==> config.mk <==
export PLATFORM = sky130hd
export DESIGN_NAME = risc_v_mike_load_store_unit
export DESIGN_NICKNAME = d
export VERILOG_FILES = /design/src/rtl/risc_v_mike_load_store_unit.sv
export SDC_FILE = /design/constraint.sdc
export NUM_CORES = 1
export LEC_CHECK = 0
export ABC_CLOCK_PERIOD_IN_PS = 2600
export CELL_PAD_IN_SITES_DETAIL_PLACEMENT = 1
export CELL_PAD_IN_SITES_GLOBAL_PLACEMENT = 1
export CORE_UTILIZATION = 29
export DETAILED_ROUTE_END_ITERATION = 8
export GPL_ROUTABILITY_DRIVEN = 0
export PLACE_DENSITY_LB_ADDON = 0.1
export SLEW_MARGIN = 5
export SYNTH_ARGS = -nofsm -noshare
export SYNTH_HDL_FRONTEND = slang
export SYNTH_SLANG_ARGS = --single-unit
==> constraint.sdc <==
create_clock -name clk -period 2.6 [get_ports clk]
set_input_delay 0.65 -clock clk [delete_from_list [all_inputs] [get_ports clk]]
set_output_delay 0.65 -clock clk [all_outputs]
set_load 0.05 [all_outputs]
==> src/rtl/risc_v_mike_load_store_unit.sv <==
// RV32I load/store unit: maps byte/half/word loads and stores onto a
// word-only data memory, using read-modify-write for sub-word stores.
module risc_v_mike_load_store_unit #(
  parameter int DATA_MEM_DEPTH = 16
) (
  input  logic        clk,
  input  logic        rst,
  input  logic        lsu_req_valid,
  output logic        lsu_req_ready,
  input  logic        lsu_req_write,
  input  logic [2:0]  lsu_funct3,
  input  logic [31:0] lsu_addr,
  input  logic [31:0] lsu_wr_data,
  output logic        lsu_rd_valid,
  output logic [31:0] lsu_rd_data,
  output logic        lsu_err,
  output logic [31:0] data_mem_addr,
  output logic        data_mem_write,
  output logic [31:0] data_mem_wr_data,
  input  logic [31:0] data_mem_rd_data
);

  typedef enum logic {IDLE, RMW_WR} state_t;

  localparam logic [29:0] WORD_LIMIT = 30'(DATA_MEM_DEPTH);

  state_t      state_q;
  logic [31:0] cap_addr_q;
  logic [31:0] cap_old_q;
  logic [15:0] cap_wdata_q;
  logic [2:0]  cap_f3_q;
  logic        rd_valid_q;
  logic [31:0] rd_data_q;
  logic        err_q;

  logic        accept;
  logic        mis_align;
  logic        bad_f3;
  logic        out_range;
  logic        op_err;
  logic [31:0] load_val;
  logic [31:0] merged;

  // Pick the addressed byte/half out of a memory word and extend it.
  function automatic logic [31:0] load_extend(input logic [31:0] word,
                                              input logic [1:0]  off,
                                              input logic [2:0]  f3);
    logic [7:0]  b;
    logic [15:0] h;
    b = word[{off, 3'b000} +: 8];
    h = off[1] ? word[31:16] : word[15:0];
    case (f3)
      3'b000:  return {{24{b[7]}}, b};
      3'b001:  return {{16{h[15]}}, h};
      3'b100:  return {24'd0, b};
      3'b101:  return {16'd0, h};
      default: return word;
    endcase
  endfunction

  // Replace one byte lane (SB) or half lane (SH) of the old word.
  function automatic logic [31:0] merge_store(input logic [31:0] old,
                                              input logic [1:0]  off,
                                              input logic [2:0]  f3,
                                              input logic [15:0] wdata);
    logic [31:0] m;
    m = old;
    if (f3 == 3'b000) m[{off, 3'b000} +: 8] = wdata[7:0];
    else              m[{off[1], 4'b0000} +: 16] = wdata;
    return m;
  endfunction

  assign lsu_req_ready = (state_q == IDLE);
  assign accept        = lsu_req_valid && lsu_req_ready;
  assign lsu_rd_valid  = rd_valid_q;
  assign lsu_rd_data   = rd_data_q;
  assign lsu_err       = err_q;

  // Decode legality of the presented op and build the memory-side signals.
  always_comb begin
    mis_align = ((lsu_funct3[1:0] == 2'b01) && lsu_addr[0]) ||
                ((lsu_funct3[1:0] == 2'b10) && (lsu_addr[1:0] != 2'b00));
    bad_f3    = lsu_req_write ? (lsu_funct3 > 3'b010)
                              : ((lsu_funct3 == 3'b011) || (lsu_funct3[2:1] == 2'b11));
    out_range = (lsu_addr[31:2] >= WORD_LIMIT);
    op_err    = mis_align || bad_f3 || out_range;
    load_val  = load_extend(data_mem_rd_data, lsu_addr[1:0], lsu_funct3);
    merged    = merge_store(cap_old_q, cap_addr_q[1:0], cap_f3_q, cap_wdata_q);

    data_mem_addr    = {lsu_addr[31:2], 2'b00};
    data_mem_wr_data = lsu_wr_data;
    data_mem_write   = 1'b0;
    if (state_q == RMW_WR) begin
      data_mem_addr    = {cap_addr_q[31:2], 2'b00};
      data_mem_wr_data = merged;
      data_mem_write   = rst;
    end else if (accept && !op_err && lsu_req_write && (lsu_funct3 == 3'b010)) begin
      data_mem_write   = rst;
    end
  end

  // FSM, sub-word store capture and registered load/error pulses.
  always_ff @(posedge clk) begin
    if (!rst) begin
      state_q     <= IDLE;
      cap_addr_q  <= '0;
      cap_old_q   <= '0;
      cap_wdata_q <= '0;
      cap_f3_q    <= '0;
      rd_valid_q  <= 1'b0;
      rd_data_q   <= '0;
      err_q       <= 1'b0;
    end else begin
      rd_valid_q <= 1'b0;
      err_q      <= 1'b0;
      case (state_q)
        IDLE: begin
          if (accept) begin
            if (op_err) begin
              err_q <= 1'b1;
            end else if (!lsu_req_write) begin
              rd_valid_q <= 1'b1;
              rd_data_q  <= load_val;
            end else if (lsu_funct3 != 3'b010) begin
              cap_addr_q  <= lsu_addr;
              cap_old_q   <= data_mem_rd_data;
              cap_wdata_q <= lsu_wr_data[15:0];
              cap_f3_q    <= lsu_funct3;
              state_q     <= RMW_WR;
            end
          end
        end
        RMW_WR: state_q <= IDLE;
        default: state_q <= IDLE;
      endcase
    end
  end

endmodule
# == After elaboration in Yosys (flattened, before gate mapping) ==
# Cells that the tools add are included.
# op_classes
eq_ne,9
n_shift,5
order_cmp,2
addsub,2
mux,17
bitwise_logic,5
n_reduce_logical,18
# ops
operator,n
$pmux W32 S4,1
$mux W32,3
$bwmux W32,2
$shift A16 B7 Y32 const A,1
$shift A8 B7 Y32 const A,1
$shiftx A16 B7 Y32,1
$shiftx A32 B6 Y8,1
$shiftx A8 B7 Y32,1
$ge A30 B5 Y1 const B,1
$mux W16,1
$neg A5 Y7,2
$mux W1,9
$eq A3 B2 Y1 const B,2
$eq A3 B3 Y1 const B,2
$logic_and A1 B1 Y1,6
$logic_not A3 Y1,2
$not A1 Y1,5
$reduce_and A5 Y1,1
$eq A2 B2 Y1 const B,2
$logic_or A1 B1 Y1,4
$reduce_and A4 Y1,1
$reduce_or A4 Y1,1
$eq A3 B1 Y1 const B,1
$gt A3 B2 Y1 const B,1
other kinds (6),6
# word_totals
word_cells,66
regBits,118
input_bits,103
out_inout_bits,100

# == Logic depth before layout (Yosys ltp) ==
# Gate-level depths: netlist of run 1.
# logic_depth
word_depth,11
mapped_depth,9
mapped_depth_nobuf,6

# == Least setup slack after synthesis of run 1 ==
# No wires, ideal clock.
# synth_path
path_type,input -> output
from,in lsu_funct3[0]
to,out data_mem_write
t_required_ns,1.950
n_path_buf,1
path_stages,6
path_slack_ns,-0.392
arrival_time_ns,2.342
path_cell_list,buf_6 > o41ai_4 > nand3_2 > nor3_1 > a21oi_1 > nor2_1
# synth_between
elab_chain_len,11
word_cells_on_any_way,18
cone_classes,1 x order compare; 4 x eq/ne; 3 x mux; 10 x reduce/logical
# synth_rtl
element,line,text
"start, declared",11,"input logic [2:0] lsu_funct3,"
branches (longest 8 deep; another with $gt A3 B2 Y1),-,
$logic_and A1 B1 Y1 *,97,end else if (accept && !op_err && lsu_req_write && (lsu_funct3 == 3'b010)) begin
$mux W1 *,97,
$mux W1 *,93,if (state_q == RMW_WR) begin
"end, declared",18,"output logic data_mem_write,"
# Mark *: on every way between the ends.

# == Worst setup path in the final report of run 1 ==
# layout_path
from,reg cap_addr_q[0]
to,out data_mem_wr_data[29]
# layout_between
elab_chain_len,5
word_cells_on_any_way,6
cone_classes,1 x add/sub; 2 x shift; 3 x mux
# layout_rtl
element,line,text
"start, declared",28,logic [31:0] cap_addr_q;
"start signal, assigned",125,cap_addr_q <= lsu_addr;
$neg A5 Y7 *,68,"if (f3 == 3'b000) m[{off, 3'b000} +: 8] = wdata[7:0];"
$shiftx A8 B7 Y32 or $shift A8 B7 Y32 (tied branches),68,
$bwmux W32 *,68,
$mux W32 *,68,
$mux W32 *,93,
"end, declared",19,"output logic [31:0] data_mem_wr_data,"
# Every way passes the cells marked *; elsewhere a longest branch is shown, timed or not.

==> parameters.txt, run 1 <==
Parameter                              Value

Floorplanning
  Rows    51
  Num ports    203
  Overall die area    20,580 um^2
  Die span in x    143.5 um
  Area of the core region    19,530 um^2
  Initial standard-cell utilization of the core    29.72%
  Vertical die dimension    143.5 um

Power
  Leakage    3.851 nW
  Areal power density over the cells    490.0 nW/um^2
  Max VDD drop    450.3 uV

Drt
  Drt drc    0
  Number of DRC violations after detailed-routing iteration 0    368
  Total iterations of the first detailed-routing run    6
  Final routed wire length divided by cell count    19.76 um
  Total detailed-routing wirelength    24.40 mm
  Number of antenna-violating nets in the routed design    0
  Detailed-route vias per instance    5.201
  Via count    6,423

STA
  Count of final hold-check violations    0
  Worst-case setup margin in the final layout    -0.3206 ns
  Setup-failing EPs final    32
  Final worst hold slack    0.4497 ns
  Relative slew slack    47.54%
  Worst Max-Slew Pin Slew    0.7848 ns
  Setup repair after global routing missed its margin    true
  Final setup skew    0.003423 ns
  Final critical-path required period    2.921 ns
  Pins over their slew limit    0
  Max Fclk    342.4 MHz
  Final worst path period share    112.3%

Synthesis
  Yosys warnings    0
  Synthesized instance count    706
  Number of synthesized flops with an enable pin    0
  Number of synthesized register bits    118
  Seq/Total Area, Yosys    40.71%
  Distinct cell type count after synthesis    48
  Mapped Avg Cell Area    8.220 um^2
  Cell area after synthesis    5803 um^2
  Flip-flop cell with the highest count after synthesis    sky130_fd_sc_hd__dfxtp_1
  Synth async-reset ratio    0%

Critical path
  Slowest cell on crit path    sky130_fd_sc_hd__a222oi_1
  CP Capture Type    output pin
  Setup slack of the worst register-to-register path    0.53 ns
  CP most frequent cell    sky130_fd_sc_hd__buf_6
  Highest net fanout along the worst path    8
  Required time at the endpoint of the critical path    1.95 ns
  Arrival time of the worst setup path    2.27 ns
  Critical Path Max Stage Delay    0.56 ns
  Critical path, cell by cell    inv_4 > ha_4 > buf_6 > nor3b_4 > buf_6 > a222oi_1 > a21oi_4 > buf_12
  Class of the most critical setup path    flip-flop to output pin
  R2r worst-path depth    8
  Startpoint type of the worst setup path    flip-flop

Final layout
  Final Non-Filler Cells    1,235
  Layout cells sized above 1    34.98%
  FILL cells    2,233
  Most common cell after layout, fill and taps aside    sky130_fd_sc_hd__dfxtp_1
  Fin nets    1,064
  Layout overhead on the synthesized area    73.09%
  Commonest non-fill, non-tap cells in the layout    sky130_fd_sc_hd__dfxtp_1 (113), sky130_fd_sc_hd__clkdlybuf4s50_1 (103), sky130_fd_sc_hd__buf_4 (101), sky130_fd_sc_hd__nand2_1 (82), sky130_fd_sc_hd__nand3_1 (59)

Outcome
  Violated checks    negative setup slack
  Result of the run    complete, but fails checks

Global routing
  Total routing resource utilization after global routing    23.55%
  First-pass GRT wire length    37.11 mm
  Number of global-route vias before repair    6,695
  Overall overflow remaining after global route    0
  Pin count of the biggest net entering global routing    113
  Initial antenna violation count    1

Place
  Count of buffers from port buffering    200
  Placed insts    1,181
  Post-detail-place hpwl    16.96 mm

Clock tree
  Cts bufs inserted    17
  Number of clock sinks seen by CTS    118
  Root Buffer    sky130_fd_sc_hd__clkbuf_16
  Clk buf depth    2
  Post-CTS Hold Fix Bufs    0
  CTS HTree Levels    4
  CTS tree    done
  Clock Latency Late Sink    0.41 ns
  CTS clk-pin slew, worst paths    0.06 ns

Worst hold path
  Worst min-delay path category    flip-flop to flip-flop
  Hold path cells    1

Flow run
  # Max-Cap Violations    0
final timing paths:
path                                                  start                           to
worst max-delay path             cap_addr_q[0]$_SDFFE_PN0P_         data_mem_wr_data[29]
worst min-delay path            cap_addr_q[12]$_SDFFE_PN0P_  cap_addr_q[12]$_SDFFE_PN0P_
worst max register to register           state_q$_SDFF_PP0_   cap_addr_q[0]$_SDFFE_PN0P_
worst min register to register  cap_addr_q[12]$_SDFFE_PN0P_  cap_addr_q[12]$_SDFFE_PN0P_
cells by family after synthesis:
logic type,count (synthesis),share of synthesized area (%)
other,1,0.06462
DFF,118,40.71
and+or+nand+nor,286,24.00
adders and majority gates,5,1.078
buffers and inverters,70,5.477
AOI/OAI and AO/OA,193,22.10
muxes,33,6.576
sequential cells by signal, indices dropped and copies added, names as in the netlist:
signal	cells
cap_addr_q	32
cap_f3_q	3
cap_old_q	32
cap_wdata_q	16
lsu_err	1
lsu_rd_data	32
lsu_rd_valid	1
state_q	1
worst max-delay path, delay by kind of cell, from the launching register on:
kind / cells / cell delay [ns]
AOI/OAI and AO/OA: 2 / 0.68
buffers and inverters: 4 / 0.49
DFF: 1 / 0.36
adders and majority gates: 1 / 0.27
and+or+nand+nor: 1 / 0.05
where the power goes:
group	leakage (nW)	switching, mW	total (mW)	internal [mW]
clock	0.269	0.941	2.32	1.37
combinational	2.63	0.454	0.799	0.345
sequential	0.953	0.000184	1.81	1.81
synth_stat cells, types with 2 or more instances:
library cell	instances	share of area (%)
sky130_fd_sc_hd__inv_1	7	0.45
sky130_fd_sc_hd__buf_2	8	0.69
sky130_fd_sc_hd__nor4_1	6	0.65
sky130_fd_sc_hd__buf_6	3	0.58
sky130_fd_sc_hd__buf_4	6	0.78
sky130_fd_sc_hd__o21ai_0	54	4.7
sky130_fd_sc_hd__ha_1	5	1.1
sky130_fd_sc_hd__buf_1	3	0.19
sky130_fd_sc_hd__mux2_2	31	6.0
sky130_fd_sc_hd__clkinv_1	2	0.13
sky130_fd_sc_hd__nor2b_1	10	1.1
sky130_fd_sc_hd__a21o_1	8	1.0
sky130_fd_sc_hd__a2111oi_0	2	0.30
sky130_fd_sc_hd__nand2_1	83	5.4
sky130_fd_sc_hd__nor3_1	9	0.78
sky130_fd_sc_hd__a41o_1	2	0.34
sky130_fd_sc_hd__a211oi_1	16	2.1
sky130_fd_sc_hd__a222oi_1	16	2.8
sky130_fd_sc_hd__nor2_1	75	4.9
sky130_fd_sc_hd__o31ai_1	2	0.26
sky130_fd_sc_hd__clkbuf_1	41	2.7
sky130_fd_sc_hd__nand3_1	59	5.1
sky130_fd_sc_hd__dfxtp_1	118	41
sky130_fd_sc_hd__and2_1	29	3.1
sky130_fd_sc_hd__a21oi_1	59	5.1
sky130_fd_sc_hd__a221oi_1	25	3.8
sky130_fd_sc_hd__o311a_1	6	1.0
stage by stage:
step / total power [mW] / area (um^2) / util, % / setup slack, ns / setup TNS, ns
6_report: 4.922 / 10040 / 51.44 / -0.3206 / -7.470
5_1_grt: 5.084 / 10040 / 51.44 / -0.4194 / -10.95
4_1_cts: 4.925 / 9781 / 50.09 / -0.2660 / -5.643
3_5_place_dp: 2.622 / 8740 / 44.76 / -0.5218 / -33.74
3_3_place_gp: 2.608 / 8740 / 44.76 / -0.5287 / -25.96
2_1_floorplan: 2.237 / 6002 / - / -0.1814 / -0.1814
timing repair:
action	CTS	global route
endpoints found under the setup margin	33	33
setup buffers	14	16
hold endpoints to repair	0	0
resized for setup	199	37
pin swaps	50	33
area by class of cell:
| type | instances | area, um^2 | area share (%) |
|---|---|---|---|
| Multi-Input combinational cell | 519 | 3802 | 37.86 |
| Timing Repair Buffer | 291 | 2923 | 29.10 |
| Sequential cell | 118 | 2371 | 23.60 |
| Clock buffer | 19 | 452.9 | 4.509 |
| Tap cell | 265 | 331.6 | 3.301 |
| Clock inverter | 13 | 121.4 | 1.208 |
| Inverter | 9 | 40.04 | 0.3986 |
| Antenna cell | 1 | 2.502 | 0.02491 |
per-layer routing:
layer / track usage, % / part of all wire (%) / up-vias
li1: - / - / 3058
met1: 29.96 / 45 / 3130
met2: 39.09 / 49 / 209
met3: 5.365 / 5.3 / 26
met4: 7.839 / 1.4 / 0
met5: 0 / 0 / -
No activity file was read; power rests on OpenSTA's default activity.
==> run 2, diff against run 1 <==
CORE_MARGIN = 2   (was unset)
==> run 2 against run 1 <==
Net effect: the run still ends with negative setup slack left; wire length shrank 0.28%; register-to-register slack lost 0.07 ns; cell area grew 1.1%; combinational power shrank 2%; largest cell class unchanged; worst hold slack gained 0.010 ns; highest routed layer unchanged; clock skew grew 0.0051 ns; count of clock-buffer cells in the layout is the same; global-route usage shrank 1.2 points; clock power grew 4%; sequential cell count is the same; first-iteration DRC count grew 27%; total power grew 1.6%.
==> parameters.txt, run 2 (same netlist as run 1, synthesis figures left out) <==
Parameter                              Value

Outcome
  Result of the run    complete, but fails checks
  Violated checks    negative setup slack

Drt
  Drt drc    0 (unchanged)
  Total detailed-routing wirelength    24.34 mm (-0.28%)
  Number of DRC violations after detailed-routing iteration 0    469 (+27%)
  Number of antenna-violating nets in the routed design    0 (unchanged)
  Final routed wire length divided by cell count    19.69 um (-0.36%)
  Via count    6,452 (+0.45%)
  Detailed-route vias per instance    5.220 (+0.37%)
  Total iterations of the first detailed-routing run    5 (-1)

Global routing
  Initial antenna violation count    0 (-1)
  Number of global-route vias before repair    6,815 (+1.8%)
  Overall overflow remaining after global route    0 (unchanged)
  Total routing resource utilization after global routing    22.37% (-1.2 points)
  First-pass GRT wire length    38.17 mm (+2.9%)
  Pin count of the biggest net entering global routing    66 (-42%)

Final layout
  FILL cells    2,210 (-1.0%)
  Most common cell after layout, fill and taps aside    sky130_fd_sc_hd__clkdlybuf4s50_1
  Layout overhead on the synthesized area    74.97%
  Area of the multi-input gates    3800 um^2 (about the same)
  Area taken by flip-flops and latches    2371 um^2 (unchanged)
  Antenna Diode Count    0 (-1)
  Fin nets    1,066 (+0.19%)
  Commonest non-fill, non-tap cells in the layout    sky130_fd_sc_hd__clkdlybuf4s50_1 (114), sky130_fd_sc_hd__dfxtp_1 (113), sky130_fd_sc_hd__buf_4 (97), sky130_fd_sc_hd__nand2_1 (81), sky130_fd_sc_hd__nand3_1 (59)
  Layout cells sized above 1    32.65% (-2.3 points)
  Area of all placed cells without fillers    10,150 um^2 (+1.1%)

Clock tree
  Clk buf depth    2 (unchanged)
  Post-CTS Hold Fix Bufs    0 (unchanged)
  CTS HTree Levels    4 (unchanged)
  Root Buffer    sky130_fd_sc_hd__clkbuf_16
  Cts bufs inserted    17 (unchanged)
  CTS tree    done
  CTS clk-pin slew, worst paths    0.06 ns (about the same)
  Number of clock sinks seen by CTS    118 (unchanged)
  Clock Latency Late Sink    0.42 ns (about the same)

Flow run
  # Max-Cap Violations    0 (unchanged)

Floorplanning
  Initial standard-cell utilization of the core    29.72% (unchanged)
  Vertical die dimension    145.5 um (+1.4%)
  Num ports    203 (unchanged)
  Area of the core region    19,530 um^2 (unchanged)
  Die span in x    145.5 um (+1.4%)
  Overall die area    21,160 um^2 (+2.8%)
  Rows    51 (unchanged)

STA
  Relative slew slack    50.18% (+2.6 points)
  Max Fclk    347.4 MHz (+1.5%)
  Final setup skew    0.008526 ns (+0.005102 ns)
  Fin Setup TNS    -6.504 ns (+0.9661 ns)
  Final critical-path required period    2.879 ns (-0.04180 ns)
  Count of final hold-check violations    0 (unchanged)
  Worst Max-Slew Pin Slew    0.7453 ns (-0.03943 ns)
  Setup-failing EPs final    33 (+3.1%)
  Setup repair after global routing missed its margin    true
  Pins over their slew limit    0 (unchanged)
  Final worst path period share    110.7% (-1.6 points)
  Worst-case setup margin in the final layout    -0.2788 ns (+0.04180 ns)

Critical path
  Arrival time of the worst setup path    2.23 ns (-0.04 ns)
  Required time at the endpoint of the critical path    1.95 ns (about the same)
  Largest delay contributor family on the critical path    buffers and inverters
  Class of the most critical setup path    flip-flop to output pin
  Critical Path Max Stage Delay    0.36 ns (-0.20 ns)
  Slowest cell on crit path    sky130_fd_sc_hd__dfxtp_2
  Buffer and inverter count on the worst path    4 (unchanged)
  CP most frequent cell    sky130_fd_sc_hd__buf_4
  Critical path, cell by cell    inv_4 > ha_4 > nand3b_1 > nor3b_2 > buf_4 > a222oi_1 > buf_4 > a21oi_4 > buf_12
  Startpoint type of the worst setup path    flip-flop
  Highest net fanout along the worst path    8 (unchanged)
  CP Capture Type    output pin

Power
  Leakage    3.931 nW (+2.1%)
  Areal power density over the cells    492.6 nW/um^2 (+0.54%)
  Max VDD drop    482.2 uV (+7.1%)
  Total design power    5.002 mW (+1.6%)

Worst hold path
  Worst min-delay path category    flip-flop to flip-flop

Place
  Count of buffers from port buffering    200 (unchanged)
  Placed cell area    8740 um^2 (unchanged)
  Post-detail-place hpwl    17.29 mm (+1.9%)
  Placement Setup Slack    -0.5785 ns (-0.05670 ns)
-- run 2: worst paths after layout --
check                           cells past startpoint                        start  slack (ns)                     endpoint
worst min register to register                      1  cap_addr_q[28]$_SDFFE_PN0P_        0.46  cap_addr_q[28]$_SDFFE_PN0P_
worst max register to register                      8           state_q$_SDFF_PP0_        0.46  cap_wdata_q[4]$_SDFFE_PN0P_
worst max-delay path                                9   cap_addr_q[1]$_SDFFE_PN0P_       -0.28         data_mem_wr_data[29]
worst min-delay path                                1  cap_addr_q[28]$_SDFFE_PN0P_        0.46  cap_addr_q[28]$_SDFFE_PN0P_
-- run 2: power breakdown --
part	internal, mW	total [mW]	switching [mW]
Sequential	1.81	1.81	0.000166
Combinational	0.341	0.785	0.444
Clock	1.47	2.41	0.939
Total	3.62	5.00	1.38
-- run 2: routing by layer --
layer,wire [um],vias up,GRT usage (%)
li1,-,3063,-
met1,10980,3149,28.90
met2,11620,208,37.54
met3,1308,32,5.016
met4,427,0,6.471
met5,0,-,0
-- run 2: timing repair --
action | in CTS | in global routing
cloned | 0 | 0
setup endpoints to repair | 33 | 33
resized for setup | 112 | 26
setup buffers | 13 | 11
pin swaps | 46 | 33
-- run 2: area by class of cell --
cell class	instances	share of cell area, %
multi-input combinational	519	37.42
inverter	9	0.3943
tap	265	3.266
sequential	118	23.35
clock inverter	13	1.442
clock buffer	19	4.461
timing repair buffer	293	29.66
-- run 2: metrics by stage --
step	cells	utilization [%]	hold WS, ns
2_1_floorplan	707	-	0.4239
3_3_place_gp	1181	44.76	0.4361
3_5_place_dp	1181	44.76	0.4460
4_1_cts	1226	50.81	0.4628
5_1_grt	1236	52.00	0.4704
6_report	1236	52.00	0.4600
==> run 3, diff against run 2 <==
CORE_MARGIN = 3   (was 2)
==> run 3 against run 2 <==
Net effect: the run still ends with negative setup slack left; critical path type unchanged; via count increased by 4.4%; fmax decreased by 6.5%; sequential cell count unchanged; sequential power about the same; total power decreased by 1.0%; count of clock-buffer cells in the layout decreased by 1; first-iteration DRC count decreased by 33%; non-clock buffer count increased by 23; wire length increased by 11%; worst setup slack got worse by 0.20 ns; utilization increased by 1.5 points; critical endpoint unchanged.
==> parameters.txt, run 3 (same netlist as run 1, synthesis figures left out) <==
Parameter                              Value

Clock tree
  Post-CTS Hold Fix Bufs    0 (unchanged)
  Cts bufs inserted    17 (unchanged)
  Clk buf depth    2 (unchanged)
  Clock Latency Late Sink    0.42 ns (about the same)
  CTS HTree Levels    4 (unchanged)
  CTS clk-pin slew, worst paths    0.06 ns (about the same)
  Number of clock sinks seen by CTS    118 (unchanged)
  CTS tree    done
  Root Buffer    sky130_fd_sc_hd__clkbuf_16

Drt
  Total detailed-routing wirelength    27.11 mm (+11%)
  Detailed-route vias per instance    5.348 (+2.4%)
  Via count    6,733 (+4.4%)
  Number of antenna-violating nets in the routed design    0 (unchanged)
  Total iterations of the first detailed-routing run    5 (unchanged)
  Drt drc    0 (unchanged)
  Number of DRC violations after detailed-routing iteration 0    314 (-33%)
  Final routed wire length divided by cell count    21.53 um (+9.4%)

Critical path
  Critical Path Max Stage Delay    0.58 ns (+0.22 ns)
  Critical path, cell by cell    inv_4 > ha_4 > nand3b_1 > nor3b_4 > buf_6 > a222oi_1 > buf_4 > a21oi_4 > buf_12
  Slowest cell on crit path    sky130_fd_sc_hd__a222oi_1
  Required time at the endpoint of the critical path    1.95 ns (about the same)
  Largest delay contributor family on the critical path    compound AO/OA/AOI/OAI gates
  Arrival time of the worst setup path    2.43 ns (+0.20 ns)
  Class of the most critical setup path    flip-flop to output pin
  Startpoint type of the worst setup path    flip-flop
  Buffer and inverter count on the worst path    4 (unchanged)
  CP Capture Type    output pin
  Setup slack of the worst register-to-register path    0.42 ns (-0.04 ns)
  Highest net fanout along the worst path    8 (unchanged)

Global routing
  Overall overflow remaining after global route    0 (unchanged)
  Initial antenna violation count    0 (unchanged)
  Pin count of the biggest net entering global routing    81 (+23%)
  Number of global-route vias before repair    6,887 (+1.1%)
  Total routing resource utilization after global routing    22.28% (-0.095 points)
  First-pass GRT wire length    38.76 mm (+1.5%)

Final layout
  Layout cells sized above 1    36.42% (+3.8 points)
  Most common cell after layout, fill and taps aside    sky130_fd_sc_hd__dfxtp_1
  Fin nets    1,089 (+2.2%)
  FILL cells    2,172 (-1.7%)
  Final core utilization    53.48% (+1.5 points)
  Layout overhead on the synthesized area    80.53%
  Antenna Diode Count    0 (unchanged)
  Commonest non-fill, non-tap cells in the layout    sky130_fd_sc_hd__dfxtp_1 (113), sky130_fd_sc_hd__buf_4 (111), sky130_fd_sc_hd__clkdlybuf4s50_1 (103), sky130_fd_sc_hd__nand2_1 (82), sky130_fd_sc_hd__nand3_1 (57)

STA
  Pins over their slew limit    0 (unchanged)
  Setup-failing EPs final    33 (unchanged)
  Final setup skew    0.005861 ns (-0.002665 ns)
  Final critical-path required period    3.078 ns (+0.1990 ns)
  Worst-case setup margin in the final layout    -0.4778 ns (-0.1990 ns)
  Worst Max-Slew Pin Slew    0.8139 ns (+0.06853 ns)
  Fin Setup TNS    -10.39 ns (-3.884 ns)
  Max Fclk    324.9 MHz (-6.5%)
  Final worst path period share    118.4% (+7.7 points)
  Setup repair after global routing missed its margin    true
  Count of final hold-check violations    0 (unchanged)
  Relative slew slack    45.60% (-4.6 points)
  Final worst hold slack    0.4569 ns (-0.003051 ns)

Floorplanning
  Rows    51 (unchanged)
  Initial standard-cell utilization of the core    29.62% (-0.097 points)
  Area of the core region    19,590 um^2 (+0.33%)
  Num ports    203 (unchanged)
  Overall die area    21,740 um^2 (+2.8%)
  Die span in x    147.5 um (+1.4%)
  Vertical die dimension    147.5 um (+1.4%)

Outcome
  Violated checks    negative setup slack
  Result of the run    complete, but fails checks

Place
  Post-detail-place hpwl    17.68 mm (+2.3%)
  Placement Setup Slack    -0.5230 ns (+0.05551 ns)
  Count of buffers from port buffering    200 (unchanged)

Flow run
  # Max-Cap Violations    0 (unchanged)

Power
  Leakage    4.051 nW (+3.1%)
  Areal power density over the cells    472.6 nW/um^2 (-4.1%)
  Max VDD drop    433.3 uV (-10%)

Worst hold path
  Worst min-delay path category    flip-flop to flip-flop
run 3: area by class of cell:
type | count | area [um^2] | share of cell area [%]
Multi-Input combinational cell | 519 | 3861 | 36.86
Timing Repair Buffer | 316 | 3282 | 31.33
Sequential cell | 118 | 2371 | 22.63
Clock buffer | 18 | 439.2 | 4.192
Tap cell | 265 | 331.6 | 3.165
Clock inverter | 14 | 148.9 | 1.421
Inverter | 9 | 42.54 | 0.4061
run 3: stage by stage:
stage	instances	power, mW	cell area (um^2)
finish	1259	4.951	10480
global route	1259	5.117	10480
CTS	1228	5.000	9817
detailed placement	1180	2.623	8720
global placement	1180	2.613	8720
floorplan	707	2.237	6002
run 3: worst reg2reg max path, delay by kind of cell, from the launching register on:
| family | cells | cell delay, ns |
|---|---|---|
| simple gates | 3 | 0.81 |
| buf+inv | 4 | 0.79 |
| flops | 1 | 0.36 |
| compound gates | 1 | 0.11 |
run 3: path summary, 6_finish.rpt:
| path | startpoint | depth (start not counted) | end |
|---|---|---|---|
| worst max register to register | state_q$_SDFF_PP0_ | 8 | cap_wdata_q[15]$_SDFFE_PN0P_ |
| worst min-delay path | cap_addr_q[19]$_SDFFE_PN0P_ | 1 | cap_addr_q[19]$_SDFFE_PN0P_ |
| worst min register to register | cap_addr_q[19]$_SDFFE_PN0P_ | 1 | cap_addr_q[19]$_SDFFE_PN0P_ |
| worst max-delay path | cap_addr_q[0]$_SDFFE_PN0P_ | 9 | data_mem_wr_data[29] |
run 3: metal layers:
layer	vias up	wire length [um]	GRT usage, %
met1	3274	11270	27.88
met2	281	13170	36.87
met4	0	922	8.434
met5	-	0	0
li1	3113	-	-
met3	65	1754	5.947
run 3: what timing repair did:
| item | in CTS | in global routing |
|---|---|---|
| setup buffers | 22 | 23 |
| setup endpoints to repair | 33 | 102 |
| endpoints found under the hold margin | 0 | 0 |
| pin swaps | 37 | 35 |
| gates resized for setup | 162 | 73 |
| gates cloned | 0 | 10 |
run 3: power by group:
| group | internal, mW | switching [mW] | leakage [nW] | total, mW |
|---|---|---|---|---|
| registers | 1.81 | 0.000191 | 0.953 | 1.81 |
| clock network | 1.44 | 0.895 | 0.287 | 2.34 |
| logic | 0.348 | 0.458 | 2.81 | 0.806 |
| total | 3.60 | 1.35 | 4.05 | 4.95 |
==> RTL edit 1: new RTL, config.mk and constraints of run 1 <==
Reset style: asynchronous (`rst`), changed in one clocked block.
--- a/src/rtl/risc_v_mike_load_store_unit.sv
+++ b/src/rtl/risc_v_mike_load_store_unit.sv
@@ -102,3 +102,3 @@
   // FSM, sub-word store capture and registered load/error pulses.
-  always_ff @(posedge clk) begin
+  always_ff @(posedge clk or negedge rst) begin
     if (!rst) begin
Function: differs if rst is asserted again (counterexample within 4 cycles, from zero or initial values and one cycle with rst low); with rst held inactive, the same outputs for 4 cycles.
==> RTL edit 1 against run 1 <==
The run still ends with setup timing left; final cell count is 4.6% lower; power is 14% higher; utilization is 1.6 points lower; area after synthesis is 17% higher; worst setup slack worse by 0.071 ns; wire length is 4.8% lower; design area is 13% higher; sequential cell count stayed put; combinational power is 15% higher; critical endpoint is now data_mem_wr_data[1]; largest power group unchanged.
==> RTL edit 1: results (changes against run 1) <==
DP HPWL=17,600 µm (was 17,000 µm); first-pass GRT wire length=37,100 µm (about the same); WL final=23,200 µm (was 24,400 µm); top cells by area, synth=dfrtp_1 43%, mux2_2 14%, mux2_4 6.4% (was dfxtp_1 41%, mux2_2 6.0%, nand2_1 5.4%); routed vias/inst=4.94 (was 5.20); top cells by count, synth=118 x dfrtp_1, 82 x mux2_2, 41 x nor2_1, 34 x nor2b_1, 33 x a21oi_1 (was 118 x dfxtp_1, 83 x nand2_1, 75 x nor2_1, 59 x a21oi_1, 59 x nand3_1); WP data arrival=2.34 ns (was 2.27 ns); IO buf count=200 (unchanged); final worst setup slack=-0.391 ns (was -0.321 ns); post-CTS sizing=85 (was 199); R2R setup slack=0.46 ns (was 0.53 ns); CTS max path bufs=2 (unchanged); Layout Nets=960 (was 1,064); count of different cell masters after synthesis=58 (was 48); Root Buffer=clkbuf_16 (unchanged); Critical-path top delay cell=or4b_4 (was a222oi_1); Setup Buffers After CTS=6 (was 14); Yosys warning count=0 (unchanged); share of cells above drive strength 1=43.4% (was 35.0%); R2R depth=6 (was 8); GR Util All Layers=20.1% (was 23.6%); async set-or-reset flop fraction in the synthesized netlist=100% (was 0%); cts bufs inserted=17 (unchanged); Rel. slew slack=38.8% (was 47.5%); delay-heaviest family, CP=simple AND/OR/NAND/NOR gates (was compound AO/OA/AOI/OAI gates); Seq/Total Area, Yosys=43.4% (was 40.7%); reg2reg start=state_q$_DFF_PN0_ (was state_q$_SDFF_PP0_); CTS clk-pin slew, worst paths=0.06 ns (about the same); status=finished, violations left (unchanged); Clock Skews=0.00389 ns (was 0.00342 ns); Peak VDD IR=0.378 mV (was 0.450 mV); drt pass-1 iters=4 (was 6); pin count of the biggest net entering global routing=71 (was 113); Reg2Reg Capture Point=lsu_rd_data[3]$_DFFE_PN0P_ (was cap_addr_q[0]$_SDFFE_PN0P_); vias in the first global route=6,500 (was 6,695); Worst-Skew Late Latency=0.41 ns (about the same); CP endpoint=data_mem_wr_data[1] (was data_mem_wr_data[29]); Pleak=5.23 nW (was 3.85 nW); Fin. Hold Viols=0 (unchanged); Antenna diodes=0 (was 1); antenna violations before repair=0 (was 1); final setup violation count=33 (was 32); DR iter-0 viols=209 (was 368); critical-path maximum fanout=6 (was 8); Crit path largest cell delay=0.47 ns (was 0.56 ns); CTS H-tree depth=4 (unchanged); crit path from=cap_addr_q[1]$_DFFE_PN0P_ (was cap_addr_q[0]$_SDFFE_PN0P_); hold crit path type=primary input to asynchronous set/reset pin (was register to register); failing checks=setup timing (unchanged)
-- RTL edit 1: changes by cell type in the layout (fill, tap and decap cells not counted), moves of 40 or more --
cell	delta
buf_12	+40
nand2_1	-76
nand3_1	-59
mux2_4	+45
buf_4	-42
dfrtp_1	+115
o21ai_0	-52
dfxtp_1	-113
-- RTL edit 1: kinds of logic after synthesis --
kind of cell,synth area share (%)
flops,43.4
buf+inv,4.45
mux,24.6
other cells,0.0551
xor+xnor,0.129
simple gates,11.9
compound gates,14.5
fa+ha+maj,0.919
-- RTL edit 1: worst register-to-register path, stage by stage (launching register included) --
cell	delay, ns
dfrtp_2	0.42
buf_12	0.23
nand2b_1	0.27
a211oi_1	0.24
and4_1	0.28
buf_12	0.20
mux2_2	0.37
-- RTL edit 1: final cells by class --
class | count | area [µm²]
multi-input combinational | 427 | 4080
clock inverter | 12 | 246
sequential | 118 | 2960
tap | 313 | 392
inverter | 21 | 86.3
timing repair buffer | 267 | 3160
fill | 2382 | 11500
clock buffer | 20 | 467
-- RTL edit 1: worst min path at each step --
| stage | start | slack [ns] | cells after the start | to |
|---|---|---|---|---|
| 2_1_floorplan | rst | 0.35 | 0 | cap_addr_q[0]$_DFFE_PN0P_ |
| 3_3_place_gp | cap_addr_q[9]$_DFFE_PN0P_ | 0.46 | 1 | cap_addr_q[9]$_DFFE_PN0P_ |
| 3_5_place_dp | cap_addr_q[25]$_DFFE_PN0P_ | 0.47 | 1 | cap_addr_q[25]$_DFFE_PN0P_ |
| 4_1_cts | rst | 0.42 | 2 | cap_addr_q[6]$_DFFE_PN0P_ |
| 5_1_grt | rst | 0.46 | 2 | cap_addr_q[11]$_DFFE_PN0P_ |
| 6_report | rst | 0.40 | 2 | cap_addr_q[7]$_DFFE_PN0P_ |
-- RTL edit 1: metrics by stage --
stage / setup TNS (ns) / instances / hold WS (ns) / setup slack (ns) / area [µm²]
2_1_floorplan: -3.02 / 611 / 0.354 / -0.219 / 7140
3_3_place_gp: -33.91 / 1137 / 0.463 / -0.460 / 10400
3_5_place_dp: -34.85 / 1137 / 0.467 / -0.466 / 10400
4_1_cts: -8.67 / 1174 / 0.424 / -0.439 / 11300
5_1_grt: -10.58 / 1178 / 0.457 / -0.475 / 11400
6_report: -7.54 / 1178 / 0.399 / -0.391 / 11400
-- RTL edit 1: power by group --
part	total, W	internal (W)	leakage (nW)	switching [W]
registers	0.00184	0.00184	1.57	0.000000155
logic	0.000917	0.000449	3.32	0.000468
clock network	0.00285	0.00197	0.338	0.000876
total	0.00560	0.00426	5.23	0.00134
-- RTL edit 1: layer usage --
layer / GRT usage [%] / vias to the layer above / part of all wire (%)
li1: - / 2725 / -
met3: 4.79 / 15 / 4.7
met2: 34.3 / 128 / 50
met4: 4.90 / 0 / 0.81
met5: 0 / - / 0
met1: 25.5 / 2957 / 44
==> RTL edit 2: new RTL, settings of run 1 <==
Without the edit above. The parameter `DATA_MEM_DEPTH` goes from 16 to 8.
--- a/src/rtl/risc_v_mike_load_store_unit.sv
+++ b/src/rtl/risc_v_mike_load_store_unit.sv
@@ -3,3 +3,3 @@
 module risc_v_mike_load_store_unit #(
-  parameter int DATA_MEM_DEPTH = 16
+  parameter int DATA_MEM_DEPTH = 8
 ) (
Formal check against the unedited RTL: not equivalent (Yosys sat finds a counterexample within 4 cycles, from zero or initial values and one cycle with rst low).
==> RTL edit 2 against run 1 <==
Non-clock buffer count is 18 lower; critical endpoint is now data_mem_write; worst setup slack lost 0.060 ns; largest power group unchanged; power is 5.6% higher; synthesized cell count rose by 4.7%; clock skew grew 0.0026 ns; design area grew 10%; clock power rose by 6%; the run still ends with setup timing left; area after synthesis is 8.9% higher; wire length grew 8.4%; sequential share of layout area fell by 2.2 points; sequential cell count unchanged; sequential power about the same.
==> RTL edit 2: results (changes against run 1) <==
top cells by area, synth=dfxtp_1 37%, mux2i_1 14%, nand2_1 9.1% (was dfxtp_1 41%, mux2_2 6.0%, nand2_1 5.4%); final worst setup slack=-0.380 ns (was -0.321 ns); failing checks=setup timing (unchanged); top cells by count, synth=154 x nand2_1, 118 x dfxtp_1, 87 x mux2i_1, 55 x nor2_1, 46 x clkbuf_1 (was 118 x dfxtp_1, 83 x nand2_1, 75 x nor2_1, 59 x a21oi_1, 59 x nand3_1); combinational power=0.000922 W (was 0.000799 W); drt wl/cell=21.1 µm (was 19.8 µm); Seq/Total Area, Yosys=37.4% (was 40.7%); critical-path maximum fanout=2 (was 8); WL final=26,500 µm (was 24,400 µm); Internal Pwr Total=0.00385 W (was 0.00353 W); Flop pwr share=34.8% (was 36.7%); count of different cell masters after synthesis=54 (was 48); pin count of the biggest net entering global routing=198 (was 113); pre-CTS setup slack=-0.746 ns (was -0.522 ns); DR iter-0 viols=419 (was 368); Synth Instances=739 (was 706); Critical Path Start Type=primary input (was register); Clock Skews=0.00600 ns (was 0.00342 ns); Comb power frac=17.7% (was 16.2%); routed vias/inst=5.26 (was 5.20); dpl cells=1,206 (was 1,181); Fin Setup TNS=-8.43 ns (was -7.47 ns); crit path from=lsu_addr[26] (was cap_addr_q[0]$_SDFFE_PN0P_); Layout Nets=1,077 (was 1,064); Rel. slew slack=34.1% (was 47.5%); Pleak=4.43 nW (was 3.85 nW); Peak VDD IR=0.373 mV (was 0.450 mV); share of cells above drive strength 1=31.5% (was 35.0%); first-pass GRT wire length=40,400 µm (was 37,100 µm); status=finished, violations left (unchanged); WP data arrival=2.33 ns (was 2.27 ns); Post-DP Area=9650 µm² (was 8740 µm²); vias in the first global route=7,022 (was 6,695); Setup Buffers After CTS=24 (was 14); design area=11,100 µm² (was 10,000 µm²); DP HPWL=18,300 µm (was 17,000 µm); post-CTS sizing=174 (was 199); GR Util All Layers=23.8% (was 23.6%); hold path start=cap_addr_q[4]$_SDFFE_PN0P_ (was cap_addr_q[12]$_SDFFE_PN0P_); final setup violation count=33 (was 32); Fill cells=2,272 (was 2,233)
## RTL edit 2: cell types whose count changed after synthesis, moves of 9 or more
cell and change:
mux2i_1 +86, nand2_1 +71, nand3_1 -55, o21ai_0 -48, a21oi_1 -33, and3_1 +28, o31ai_1 +22, nor2_1 -20
a211oi_1 -16, a221oi_1 -9, nor2b_1 -9
## RTL edit 2: worst max-delay path: stages
cell and delay (ns):
clkdlybuf4s15_1 0.22, nor4_4 0.25, nand4_1 0.18, or4_4 0.55
o32ai_4 0.30, buf_12 0.18
## RTL edit 2: path summary, 6_finish.rpt
| path | cells after the start | to | slack [ns] |
|---|---|---|---|
| hold reg to reg | 2 | cap_addr_q[4]$_SDFFE_PN0P_ | 0.46 |
| hold / removal | 2 | cap_addr_q[4]$_SDFFE_PN0P_ | 0.46 |
| setup / recovery | 6 | data_mem_write | -0.38 |
| setup reg to reg | 5 | lsu_rd_data[25]$_SDFFE_PN0P_ | 0.33 |
## RTL edit 2: area by class of cell
type	count	share of cell area (%)
multi-input combinational	553	39.4
timing repair buffer	273	30.2
sequential	118	21.4
clock buffer	22	4.47
tap	275	3.11
clock inverter	8	1.08
inverter	6	0.226
antenna	1	0.0226
## RTL edit 2: routing by layer
layer | vias to the layer above | track usage [%] | part of all wire, %
met5 | - | 0 | 0
met4 | 0 | 6.57 | 1.6
met3 | 28 | 4.24 | 4.8
met2 | 199 | 42.2 | 51
met1 | 3255 | 29.2 | 43
li1 | 3130 | - | -
## RTL edit 2: cells by family after synthesis
logic type / share of synthesized area (%)
buffers and inverters: 5.09
flip-flops: 37.4
multiplexers: 19.5
adder cells (fa/ha/maj): 0.990
AO/OA/AOI/OAI: 14.2
AND/OR/NAND/NOR: 22.8
other: 0.0593
